$ cat config.mk
export PLATFORM = sky130hd
export DESIGN_NAME = control_sequencer
export DESIGN_NICKNAME = d
export VERILOG_FILES = /design/src/rtl/control_sequencer.sv
export SDC_FILE = /design/constraint.sdc
export NUM_CORES = 1
export LEC_CHECK = 0
export ABC_AREA = 1
export ABC_CLOCK_PERIOD_IN_PS = 1300
export BUFFER_PORTS_ARGS = -buffer_cell sky130_fd_sc_hd__buf_2
export CAP_MARGIN = 30
export CORE_MARGIN = 5
export CORE_UTILIZATION = 33
export DETAILED_ROUTE_END_ITERATION = 12
export PLACE_DENSITY = 0.77
export SETUP_SLACK_MARGIN = 0.02
export SLEW_MARGIN = 10
export SYNTH_ARGS = -nofsm -noshare
export SYNTH_HDL_FRONTEND = slang
export SYNTH_SLANG_ARGS = --single-unit
$ cat constraint.sdc
create_clock -name Clock -period 1.3 [get_ports Clock]
set_clock_uncertainty 0.1 [all_clocks]
set_input_delay 0.13 -clock Clock [delete_from_list [all_inputs] [get_ports Clock]]
set_output_delay 0.13 -clock Clock [all_outputs]
set_load 0.01 [all_outputs]
$ cat src/rtl/control_sequencer.sv
// Hardwired fetch/decode/execute control unit for the single-bus CPU datapath.
// All strobes are a Moore decode of the registered state and the IR held by the datapath.
module control_sequencer #(
  parameter int OPW  = 5,
  parameter int NREG = 16,
  parameter int RW   = 4
) (
  input  logic            Clock,
  input  logic            Clear,
  input  logic            run,
  input  logic            mem_ready,
  input  logic [31:0]     ir,
  output logic            PCout,
  output logic            Zlowout,
  output logic            ZHighout,
  output logic            MDRout,
  output logic [NREG-1:0] Rout,
  output logic [NREG-1:0] Rin,
  output logic            MARin,
  output logic            PCin,
  output logic            MDRin,
  output logic            IRin,
  output logic            Yin,
  output logic            HIin,
  output logic            LOin,
  output logic            ZLowIn,
  output logic            ZHighIn,
  output logic            IncPC,
  output logic            Read,
  output logic [OPW-1:0]  alu_op,
  output logic            busy,
  output logic            instr_done,
  output logic            illegal,
  output logic [3:0]      state_o
);

  typedef enum logic [3:0] {
    S_IDLE = 4'd0,
    S_T0   = 4'd1,
    S_T1   = 4'd2,
    S_T1W  = 4'd3,
    S_T2   = 4'd4,
    S_T3   = 4'd5,
    S_T4   = 4'd6,
    S_T5   = 4'd7,
    S_T6   = 4'd8,
    S_HALT = 4'd9
  } state_t;

  localparam logic [OPW-1:0] OP_NOP  = OPW'(5'b00000);
  localparam logic [OPW-1:0] OP_ADD  = OPW'(5'b00011);
  localparam logic [OPW-1:0] OP_SUB  = OPW'(5'b00100);
  localparam logic [OPW-1:0] OP_AND  = OPW'(5'b00101);
  localparam logic [OPW-1:0] OP_OR   = OPW'(5'b00110);
  localparam logic [OPW-1:0] OP_MUL  = OPW'(5'b01110);
  localparam logic [OPW-1:0] OP_DIV  = OPW'(5'b01111);
  localparam logic [OPW-1:0] OP_HALT = OPW'(5'b11011);

  state_t state_q, state_d;
  logic   illegal_q, illegal_d;

  logic [OPW-1:0] op;
  logic [RW-1:0]  ra, rb, rc;
  logic           is_nop, is_halt, is_alu, is_muldiv;
  logic           unused_ir;

  assign op = ir[31 -: OPW];
  assign ra = ir[31-OPW -: RW];
  assign rb = ir[31-OPW-RW -: RW];
  assign rc = ir[31-OPW-2*RW -: RW];
  assign unused_ir = ^ir[31-OPW-3*RW:0];

  assign is_nop    = (op == OP_NOP);
  assign is_halt   = (op == OP_HALT);
  assign is_muldiv = (op == OP_MUL) || (op == OP_DIV);
  assign is_alu    = (op == OP_ADD) || (op == OP_SUB) || (op == OP_AND) ||
                     (op == OP_OR) || is_muldiv;

  always_ff @(posedge Clock) begin
    if (!Clear) begin
      state_q   <= S_IDLE;
      illegal_q <= 1'b0;
    end else begin
      state_q   <= state_d;
      illegal_q <= illegal_d;
    end
  end

  always_comb begin
    state_d    = state_q;
    illegal_d  = illegal_q;
    PCout      = 1'b0;
    Zlowout    = 1'b0;
    ZHighout   = 1'b0;
    MDRout     = 1'b0;
    Rout       = '0;
    Rin        = '0;
    MARin      = 1'b0;
    PCin       = 1'b0;
    MDRin      = 1'b0;
    IRin       = 1'b0;
    Yin        = 1'b0;
    HIin       = 1'b0;
    LOin       = 1'b0;
    ZLowIn     = 1'b0;
    ZHighIn    = 1'b0;
    IncPC      = 1'b0;
    Read       = 1'b0;
    alu_op     = '0;
    instr_done = 1'b0;
    case (state_q)
      S_IDLE: if (run) state_d = S_T0;
      S_T0: begin
        PCout   = 1'b1;
        MARin   = 1'b1;
        IncPC   = 1'b1;
        ZLowIn  = 1'b1;
        state_d = S_T1;
      end
      S_T1: begin
        Zlowout = 1'b1;
        PCin    = 1'b1;
        Read    = 1'b1;
        MDRin   = 1'b1;
        state_d = mem_ready ? S_T2 : S_T1W;
      end
      // The incremented PC was already latched in T1; only the read is held.
      S_T1W: begin
        Read  = 1'b1;
        MDRin = 1'b1;
        if (mem_ready) state_d = S_T2;
      end
      S_T2: begin
        MDRout  = 1'b1;
        IRin    = 1'b1;
        state_d = S_T3;
      end
      S_T3: begin
        if (is_nop) begin
          instr_done = 1'b1;
          state_d    = run ? S_T0 : S_IDLE;
        end else if (is_halt) begin
          state_d = S_HALT;
        end else if (is_alu) begin
          Rout    = NREG'(1) << rb;
          Yin     = 1'b1;
          state_d = S_T4;
        end else begin
          illegal_d = 1'b1;
          state_d   = S_HALT;
        end
      end
      S_T4: begin
        Rout    = NREG'(1) << rc;
        alu_op  = op;
        ZLowIn  = 1'b1;
        ZHighIn = 1'b1;
        state_d = S_T5;
      end
      S_T5: begin
        Zlowout = 1'b1;
        if (is_muldiv) begin
          LOin    = 1'b1;
          state_d = S_T6;
        end else begin
          Rin        = NREG'(1) << ra;
          instr_done = 1'b1;
          state_d    = run ? S_T0 : S_IDLE;
        end
      end
      S_T6: begin
        ZHighout   = 1'b1;
        HIin       = 1'b1;
        instr_done = 1'b1;
        state_d    = run ? S_T0 : S_IDLE;
      end
      S_HALT:  state_d = S_HALT;
      default: state_d = S_IDLE;
    endcase
  end

  assign busy    = (state_q != S_IDLE) && (state_q != S_HALT);
  assign illegal = illegal_q;
  assign state_o = state_q;

endmodule

==> results of run 1 <==
-- cell usage after synthesis --
cell	count	share of area [%]
sky130_fd_sc_hd__nand3_1	22	11
sky130_fd_sc_hd__o22ai_1	3	1.9
sky130_fd_sc_hd__o22ai_2	3	3.8
sky130_fd_sc_hd__o21ai_2	5	4.4
sky130_fd_sc_hd__nor2_4	3	3.4
sky130_fd_sc_hd__nor2_1	36	14
sky130_fd_sc_hd__nor3_1	9	4.5
sky130_fd_sc_hd__o21ai_0	8	4.0
sky130_fd_sc_hd__buf_2	1	0.50
sky130_fd_sc_hd__inv_2	3	1.1
sky130_fd_sc_hd__nand2_2	4	2.5
sky130_fd_sc_hd__nor2_2	1	0.63
sky130_fd_sc_hd__or2_1	2	1.3
sky130_fd_sc_hd__a21oi_1	4	2.0
sky130_fd_sc_hd__buf_6	1	1.1
sky130_fd_sc_hd__inv_1	30	11
sky130_fd_sc_hd__dfxtp_1	5	10
sky130_fd_sc_hd__nand4_1	3	1.9
sky130_fd_sc_hd__and2_1	1	0.63
sky130_fd_sc_hd__buf_4	6	4.5
sky130_fd_sc_hd__or2_2	1	0.63
sky130_fd_sc_hd__nand4_2	1	1.3
sky130_fd_sc_hd__nand3_2	2	2.0
sky130_fd_sc_hd__a31oi_1	1	0.63
sky130_fd_sc_hd__a311oi_1	1	0.88
sky130_fd_sc_hd__nand2_1	27	10
-- metal layers --
layer	GRT usage, %	vias to the layer above
li1	-	837
met1	26.09	772
met2	39.85	83
met3	3.293	8
met4	3.958	0
met5	0	-
-- cell usage in the layout (no fill, tap or decap), drive strengths merged --
master       instances
and2                 1
inv                 33
nor2                40
or2                  3
nand4                4
dfxtp                5
nand3               24
o22ai                6
buf                123
clkbuf               4
o21ai               13
a21oi                4
a311oi               1
dlygate4sd3          1
nand2               31
nor3                 9
a31oi                1
-- flip-flops by register name, summed over array words and instances (netlist names) --
name / count
illegal: 1
state_o: 4
-- worst max-delay path, cell delays in order, from the launching register on --
cell and delay [ns]:
sky130_fd_sc_hd__dfxtp_2 0.33, sky130_fd_sc_hd__inv_4 0.07, sky130_fd_sc_hd__buf_6 0.10, sky130_fd_sc_hd__nand3_4 0.07
sky130_fd_sc_hd__nor2_4 0.13, sky130_fd_sc_hd__inv_4 0.06, sky130_fd_sc_hd__nor2_4 0.17, sky130_fd_sc_hd__inv_4 0.08
sky130_fd_sc_hd__o22ai_4 0.14, sky130_fd_sc_hd__buf_2 0.15
-- power by group through the flow --
stage	registers [uW]	clock network, uW	logic (uW)
6_report	261	192	1600
5_1_grt	264	205	1710
4_1_cts	255	193	1390
3_5_place_dp	249	0	1010
3_3_place_gp	246	0	1000
2_1_floorplan	254	0	620
-- final cells by class --
cell class                 count  area, sq um
inverter                      33        141.4
tap                           33        41.29
clock buffer                   4        26.28
fill                         201        655.6
multi-input combinational    137         1054
sequential                     5        110.1
timing repair buffer         124        949.7
-- worst min-delay path by stage --
stage          depth (start not counted)    endpoint   from  slack, ns
6_report                               3  state_o[2]    run       0.15
5_1_grt                                3  state_o[2]    run       0.18
4_1_cts                                3  state_o[2]    run       0.14
3_5_place_dp                           3  state_o[1]  Clear       0.23
3_3_place_gp                           3  state_o[1]  Clear       0.23
2_1_floorplan                          2  state_o[1]  Clear       0.13
-- repair_timing --
| action | 4_1_cts | 5_1_grt |
|---|---|---|
| gates resized for setup | 73 | 26 |
| cloned | 0 | 0 |
| endpoints found under the setup margin | 57 | 58 |
| buffers inserted | 16 | 2 |
| endpoints found under the hold margin | 1 | 0 |
| hold buffers | 1 | 0 |
| pin swaps | 19 | 13 |
-- metrics by stage --
stage	util, %	setup WS (ns)	total power, uW
after global placement	60.59	-0.2557	1248
final	77.98	-0.5003	2050
after detailed placement	60.59	-0.3002	1255
after CTS	74.20	-0.4473	1841
after floorplan	-	-0.1529	874.3
after global routing	77.98	-0.5915	2178
-- cell families after synthesis --
kind of cell	share of synthesized area [%]
DFF	10.08
AOI/OAI and AO/OA	17.63
buffers and inverters	18.64
and+or+nand+nor	53.65
==> run summary, run 1 <==
- outcome: complete, but fails checks
- violations in the final reports: negative setup slack
- critical path launch point type: register
- leakage power figure: 0.001127 uW
- number of hold-slack violations in the final timing report: 0
- largest fanout of any net on the critical path: 6
- instance area after placement: 1804 sq um
- remaining global-route overflow: 0
- cell row count: 20
- Initial Util: 33.36%
- actual transition at the worst max-transition pin: 0.3769 ns
- Initial DRC Count: 108
- sw power: 961.9 uW
- growth of design area from synthesis to finish: 133.8%
- master cell of the clock root buffer: sky130_fd_sc_hd__clkbuf_4
- worst min path class: in2reg
- non-filler instance count after layout: 336
- Critical Path End Type: output port
- DR DRC count: 0
- Clock power frac: 9.3%
- die outline height: 64.87 um
- critical path required time: 1.07 ns
- total of flip-flops plus latches after synthesis: 5
- critical register-to-register path endpoint: state_o[0]
- detailed-route vias per instance: 5.060
- internal power: 1088 uW
- final setup vio count: 58
- routability cong.: 0.8483
- clock slew at the register clock pins of the worst setup and hold paths: 0.05 ns
- summed negative setup slack over all endpoints: -19.50 ns
- routed wl met3: 386 um
- DIE WIDTH: 64.87 um
- net switching fraction of the power: 46.92%
- clock buffers created by TritonCTS: 3
- post-layout instance area: 2322 sq um
- timing-limited maximum frequency: 0.5555 GHz
- Final HPWL DP: 3293 um
- count of maximum capacitance violations: 0
- final worst path period need: 1.800 ns
- number of warnings issued by yosys: 0
- Worst Setup Path Type: reg2out
- combinational share of power: 77.9%
- wire length of the first global-routing pass: 7403 um
- CTS tree: built
- count of cell types in the netlist: 26
- worst reg2reg setup slack: -0.49 ns
- fraction of layout instances using a drive strength above 1: 69.64%
- summed instance area of the synthesized netlist: 993.5 sq um
- core outline area: 2978 sq um
- sequential-to-total area share from yosys stat: 10.08%
- placed instance count: 319
- Critical Path Source: state_o[3]
- CTS max path bufs: 2
- worst vdd rail ir drop: 0.9126 mV
- setup slack after layout: -0.5003 ns
- unrepaired setup endpoints after global routing: yes
- I/O pins: 95
- worst reg2reg path startpoint: state_o[3]
- Detailed Route WL: 4889 um
- met2 wirelength from detailed routing: 2491 um
- sequential share of power: 12.7%
- Nets: 340
- initial antenna violation count: 0
- total power divided by cell area: 882.8 nW/um^2
- Hold Worst Slack: 0.1544 ns
- worst-skew pair later-pin latency: 0.26 ns
- met1 WL: 1923 um
- Max Used Layer: met4
- post-route ant nets: 0
- number of global-route vias before repair: 1665
- mean area per synthesized cell: 5.429 sq um
- first-pass detailed-route iteration total: 4
- wire length per cell after detailed routing: 14.55 um
- net count after synthesis: 219
- Slew HR: 74.68%
- Antenna diodes: 0
- count of buffers inserted at the top-level ports: 79
- Post-Syn Instances: 183
- DIE AREA: 4207 sq um
- worst setup path endpoint: Rout[10]
- Num Clock Sinks: 5
- share of the cycle needed by the critical path after routing: 138.5%
- arrival time of the worst setup path: 1.57 ns
- worst-case reg-to-reg path depth: 14
- pin count of the biggest net entering global routing: 9
- overall via count from detail_route: 1700
- GRT Overall Usage: 21.53%
- count of final max-slew check failures: 0
- htree depth: 1
(Power assumes the default switching activity.)
==> inputs of run 2 (changes only) <==
--- a/config.mk
+++ b/config.mk
@@ -7,12 +7,13 @@
 export LEC_CHECK = 0
 export ABC_AREA = 1
 export ABC_CLOCK_PERIOD_IN_PS = 1300
-export BUFFER_PORTS_ARGS = -buffer_cell sky130_fd_sc_hd__buf_2
 export CAP_MARGIN = 30
 export CORE_MARGIN = 5
-export CORE_UTILIZATION = 33
+export CORE_UTILIZATION = 50
 export DETAILED_ROUTE_END_ITERATION = 12
-export PLACE_DENSITY = 0.77
+export DONT_BUFFER_PORTS = 1
+export HOLD_SLACK_MARGIN = 0.02
+export PLACE_DENSITY = 0.68
 export SETUP_SLACK_MARGIN = 0.02
 export SLEW_MARGIN = 10
 export SYNTH_ARGS = -nofsm -noshare
==> run 2 against run 1 <==
  * The flow now stops in 4_1_cts
  * Synthesized area is the same
  * Synthesized cell count is the same
==> run summary, run 2 <==
- largest cells by area after synthesis: sky130_fd_sc_hd__nor2_1, sky130_fd_sc_hd__inv_1, sky130_fd_sc_hd__nand3_1, sky130_fd_sc_hd__nand2_1, sky130_fd_sc_hd__dfxtp_1
- post_cts resized: 75
- routability cong.: 0.9495
- mean area per synthesized cell: 5.429 sq um
- list of most frequent post-synthesis cells: sky130_fd_sc_hd__nor2_1, sky130_fd_sc_hd__inv_1, sky130_fd_sc_hd__nand2_1
- summed instance area of the synthesized netlist: 993.5 sq um
- share of synthesized registers carrying an async set or reset: 0%
- Post-Syn Instances: 183
- sequential-to-total area share from yosys stat: 10.08%
- count of cell types in the netlist: 26
- number of warnings issued by yosys: 0
- error that halted the flow: [ERROR DPL-0033] detailed placement checks failed during check placement.
- cell row count: 16
- die outline height: 54.58 um
- clock buffers created by TritonCTS: 3
- most numerous cell in the Yosys netlist: sky130_fd_sc_hd__nor2_1
- total of flip-flops plus latches after synthesis: 5
- DIE WIDTH: 54.58 um
- htree depth: 1
- number of buffers inserted by hold repair at cts: 1
- dominant cell type by area after synthesis: sky130_fd_sc_hd__nor2_1
- Post-synth EDFFs: 0
- postcts setup bufs: 18
- Num Clock Sinks: 5
- master cell of the clock root buffer: sky130_fd_sc_hd__clkbuf_4
- CTS max path bufs: 2
- Final HPWL DP: 2719 um
- stopping stage: 4_1_cts
- I/O pins: 95
- count of buffers inserted at the top-level ports: 0
- Initial Util: 51.69%
- flip-flop cell with the highest count after synthesis: sky130_fd_sc_hd__dfxtp_1
- outcome: stopped before the end
- share of the synthesized area in the top cell type: 13.60%
- net count after synthesis: 219
## run 2: cell counts after synthesis
Identical to the previous run, type by type.
## run 2: cells by family after synthesis
logic type             synth area share, %
and+or+nand+nor                      53.65
buffers and inverters                18.64
AOI/OAI and AO/OA                    17.63
DFF                                  10.08
## run 2: per-stage QoR
stage | utilization (%) | std cells | setup slack [ns] | cell area, sq um | setup TNS (ns)
after floorplan | - | 183 | -0.1529 | 1186 | -3.157
after detailed placement | 76.43 | 243 | -0.1835 | 1469 | -4.321
after global placement | 76.43 | 243 | -0.1925 | 1469 | -3.532
==> inputs of run 3 (changes only) <==
==> config.mk (replaced) <==
export PLATFORM = sky130hd
export DESIGN_NAME = control_sequencer
export DESIGN_NICKNAME = d
export VERILOG_FILES = /design/src/rtl/control_sequencer.sv
export SDC_FILE = /design/constraint.sdc
export NUM_CORES = 1
export LEC_CHECK = 0
export ABC_AREA = 1
export ABC_CLOCK_PERIOD_IN_PS = 1700
export CAP_MARGIN = 30
export CORE_AREA = 5 5 66 68
export DETAILED_ROUTE_END_ITERATION = 12
export DIE_AREA = 0 0 71 73
export DONT_BUFFER_PORTS = 1
export PLACE_DENSITY_LB_ADDON = 0.15
export SLEW_MARGIN = 10
export SYNTH_ARGS = -nofsm -noshare
export SYNTH_HDL_FRONTEND = slang
export SYNTH_SLANG_ARGS = --single-unit
==> constraint.sdc (replaced) <==
create_clock -name Clock -period 1.7 [get_ports Clock]
set_clock_uncertainty 0.1 [all_clocks]
set_input_delay 0.17 -clock Clock [delete_from_list [all_inputs] [get_ports Clock]]
set_output_delay 0.17 -clock Clock [all_outputs]
set_load 0.01 [all_outputs]
==> run 3 against run 2 <==
  * The flow now finishes, with violations (negative setup slack)
==> run summary, run 3 (synthesized netlist as in run 1, its figures left out) <==
- worst min path class: in2reg
- flip-flop count of the largest register, all copies and words added: 4
- pin count of the biggest net entering global routing: 9
- htree depth: 1
- routability cong.: 0.8649
- Antenna diodes: 0
- Critical Path End Type: output port
- wire length of the first global-routing pass: 5899 um
- DIE AREA: 5183 sq um
- Detailed Route WL: 3795 um
- cell with the largest stage delay on the worst path: sky130_fd_sc_hd__dfxtp_2
- met3 capacity usage during global routing: 5.647%
- count of maximum capacitance violations: 0
- number of hold-slack violations in the final timing report: 0
- share of the cycle needed by the critical path after routing: 101.4%
- initial antenna violation count: 0
- non-filler instance count after layout: 257
- DR DRC count: 0
- total power divided by cell area: 688.8 nW/um^2
- critical path required time: 1.43 ns
- setup slack after layout: -0.02449 ns
- most frequent cells in the layout: sky130_fd_sc_hd__buf_4, sky130_fd_sc_hd__inv_1, sky130_fd_sc_hd__nand2_1
- summed negative setup slack over all endpoints: -0.08955 ns
- detailed-route vias per instance: 5.039
- Nets: 244
- Worst Setup Path Type: reg2out
- timing-limited maximum frequency: 0.5799 GHz
- ordered list of cells on the worst path: inv_4, nand2_4, nor2_4, nand2_4, or2_4, o21ai_4
- die outline height: 73 um
- Final HPWL DP: 2923 um
- wire length per cell after detailed routing: 14.77 um
- most repeated library cell on the critical path: sky130_fd_sc_hd__nand2_4
- I/O pins: 95
- Slew HR: 81.58%
- first-pass detailed-route iteration total: 5
- DIE WIDTH: 71 um
- remaining global-route overflow: 0
- leakage power figure: 0.0006029 uW
- placed instance count: 245
- WP buf/inv: 1
- delay contributed by the slowest stage of the critical path: 0.33 ns
- worst vdd rail ir drop: 0.8777 mV
- Num Clock Sinks: 5
- global-route met1 utilization: 16.57%
- clock buffers created by TritonCTS: 3
- violations in the final reports: negative setup slack
- most common library cell in the layout ignoring fill and taps: sky130_fd_sc_hd__buf_4
- arrival time of the worst setup path: 1.45 ns
- count of final max-slew check failures: 0
- sum of internal, switching and leakage power: 1051 uW
- Largest delay share family, worst path: simple AND/OR/NAND/NOR gates
- Initial Util: 26.15%
- actual transition at the worst max-transition pin: 0.2742 ns
- GRT Overall Usage: 13.62%
- CTS max path bufs: 2
- cell row count: 23
- CTS tree: built
- unrepaired setup endpoints after global routing: yes
- fraction of layout instances using a drive strength above 1: 43.48%
- largest fanout of any net on the critical path: 8
- global route hottest layer: met2
- post-route ant nets: 0
- clock slew at the register clock pins of the worst setup and hold paths: 0.04 ns
- final worst path period need: 1.724 ns
- met2 routing resource usage after global routing: 23.07%
- Initial DRC Count: 34
- worst-skew pair later-pin latency: 0.22 ns
- critical path launch point type: register
- master cell of the clock root buffer: sky130_fd_sc_hd__clkbuf_8
- final setup vio count: 6
- outcome: complete, but fails checks
- number of global-route vias before repair: 1278
- core outline area: 3799 sq um
- count of buffers inserted at the top-level ports: 0
- growth of design area from synthesis to finish: 53.65%
- overall via count from detail_route: 1295
## run 3: path summary, 6_finish.rpt
| kind | from | to | slack (ns) | depth (start not counted) |
|---|---|---|---|---|
| min | Clear | state_o[0] | 0.05 | 2 |
| min reg2reg | illegal | illegal | 0.49 | 2 |
| max | state_o[3] | Rout[6] | -0.02 | 6 |
| max reg2reg | state_o[2] | state_o[0] | 0.23 | 8 |
## run 3: final cells by class
cell class                 instances  area, sq um
clock buffer                       4        45.04
tap                               50        62.56
timing repair buffer              28        212.7
multi-input combinational        137        962.2
fill                             421         2272
inverter                          33        133.9
sequential                         5        110.1
## run 3: report_power, final
part / internal (uW) / leakage, uW / total (uW) / switching, uW
Combinational: 237 / 0.000537 / 629 / 392
Sequential: 155 / 0.0000430 / 201 / 45.8
Clock: 161 / 0.0000228 / 222 / 60.4
Total: 553 / 0.000603 / 1050 / 499
## run 3: routing by layer
layer / share of wire, % / vias up
li1: - / 639
met1: 39 / 601
met2: 51 / 49
met3: 8.6 / 6
met4: 0.97 / 0
met5: 0 / -
## run 3: stage by stage
step / setup WS [ns] / area, sq um / hold slack (ns) / util [%]
final: -0.02449 / 1526 / 0.05221 / 40.18
after global routing: -0.1036 / 1526 / 0.06044 / 40.18
after CTS: -0.05282 / 1353 / 0.05121 / 35.61
after detailed placement: 0.05124 / 1145 / 0.1792 / 30.14
after global placement: 0.04616 / 1145 / 0.1716 / 30.14
after floorplan: 0.09912 / 993.5 / 0.1676 / -
## run 3: worst reg2reg max path, stage by stage (launching register included)
cell and delay (ns):
sky130_fd_sc_hd__dfxtp_4 0.36, sky130_fd_sc_hd__buf_4 0.15, sky130_fd_sc_hd__nor2_2 0.16, sky130_fd_sc_hd__nand2_1 0.14, sky130_fd_sc_hd__nor2_1 0.15, sky130_fd_sc_hd__nor2_1 0.07
sky130_fd_sc_hd__nand4_1 0.10, sky130_fd_sc_hd__nand2_1 0.05, sky130_fd_sc_hd__a21oi_1 0.11
## run 3: repair_timing
action | CTS | global route
hold buffers | 1 | 0
setup endpoints to repair | 34 | 33
gates resized for setup | 40 | 37
pin swaps | 5 | 8
setup buffers | 2 | 5
endpoints found under the hold margin | 1 | 0
gates cloned | 0 | 0
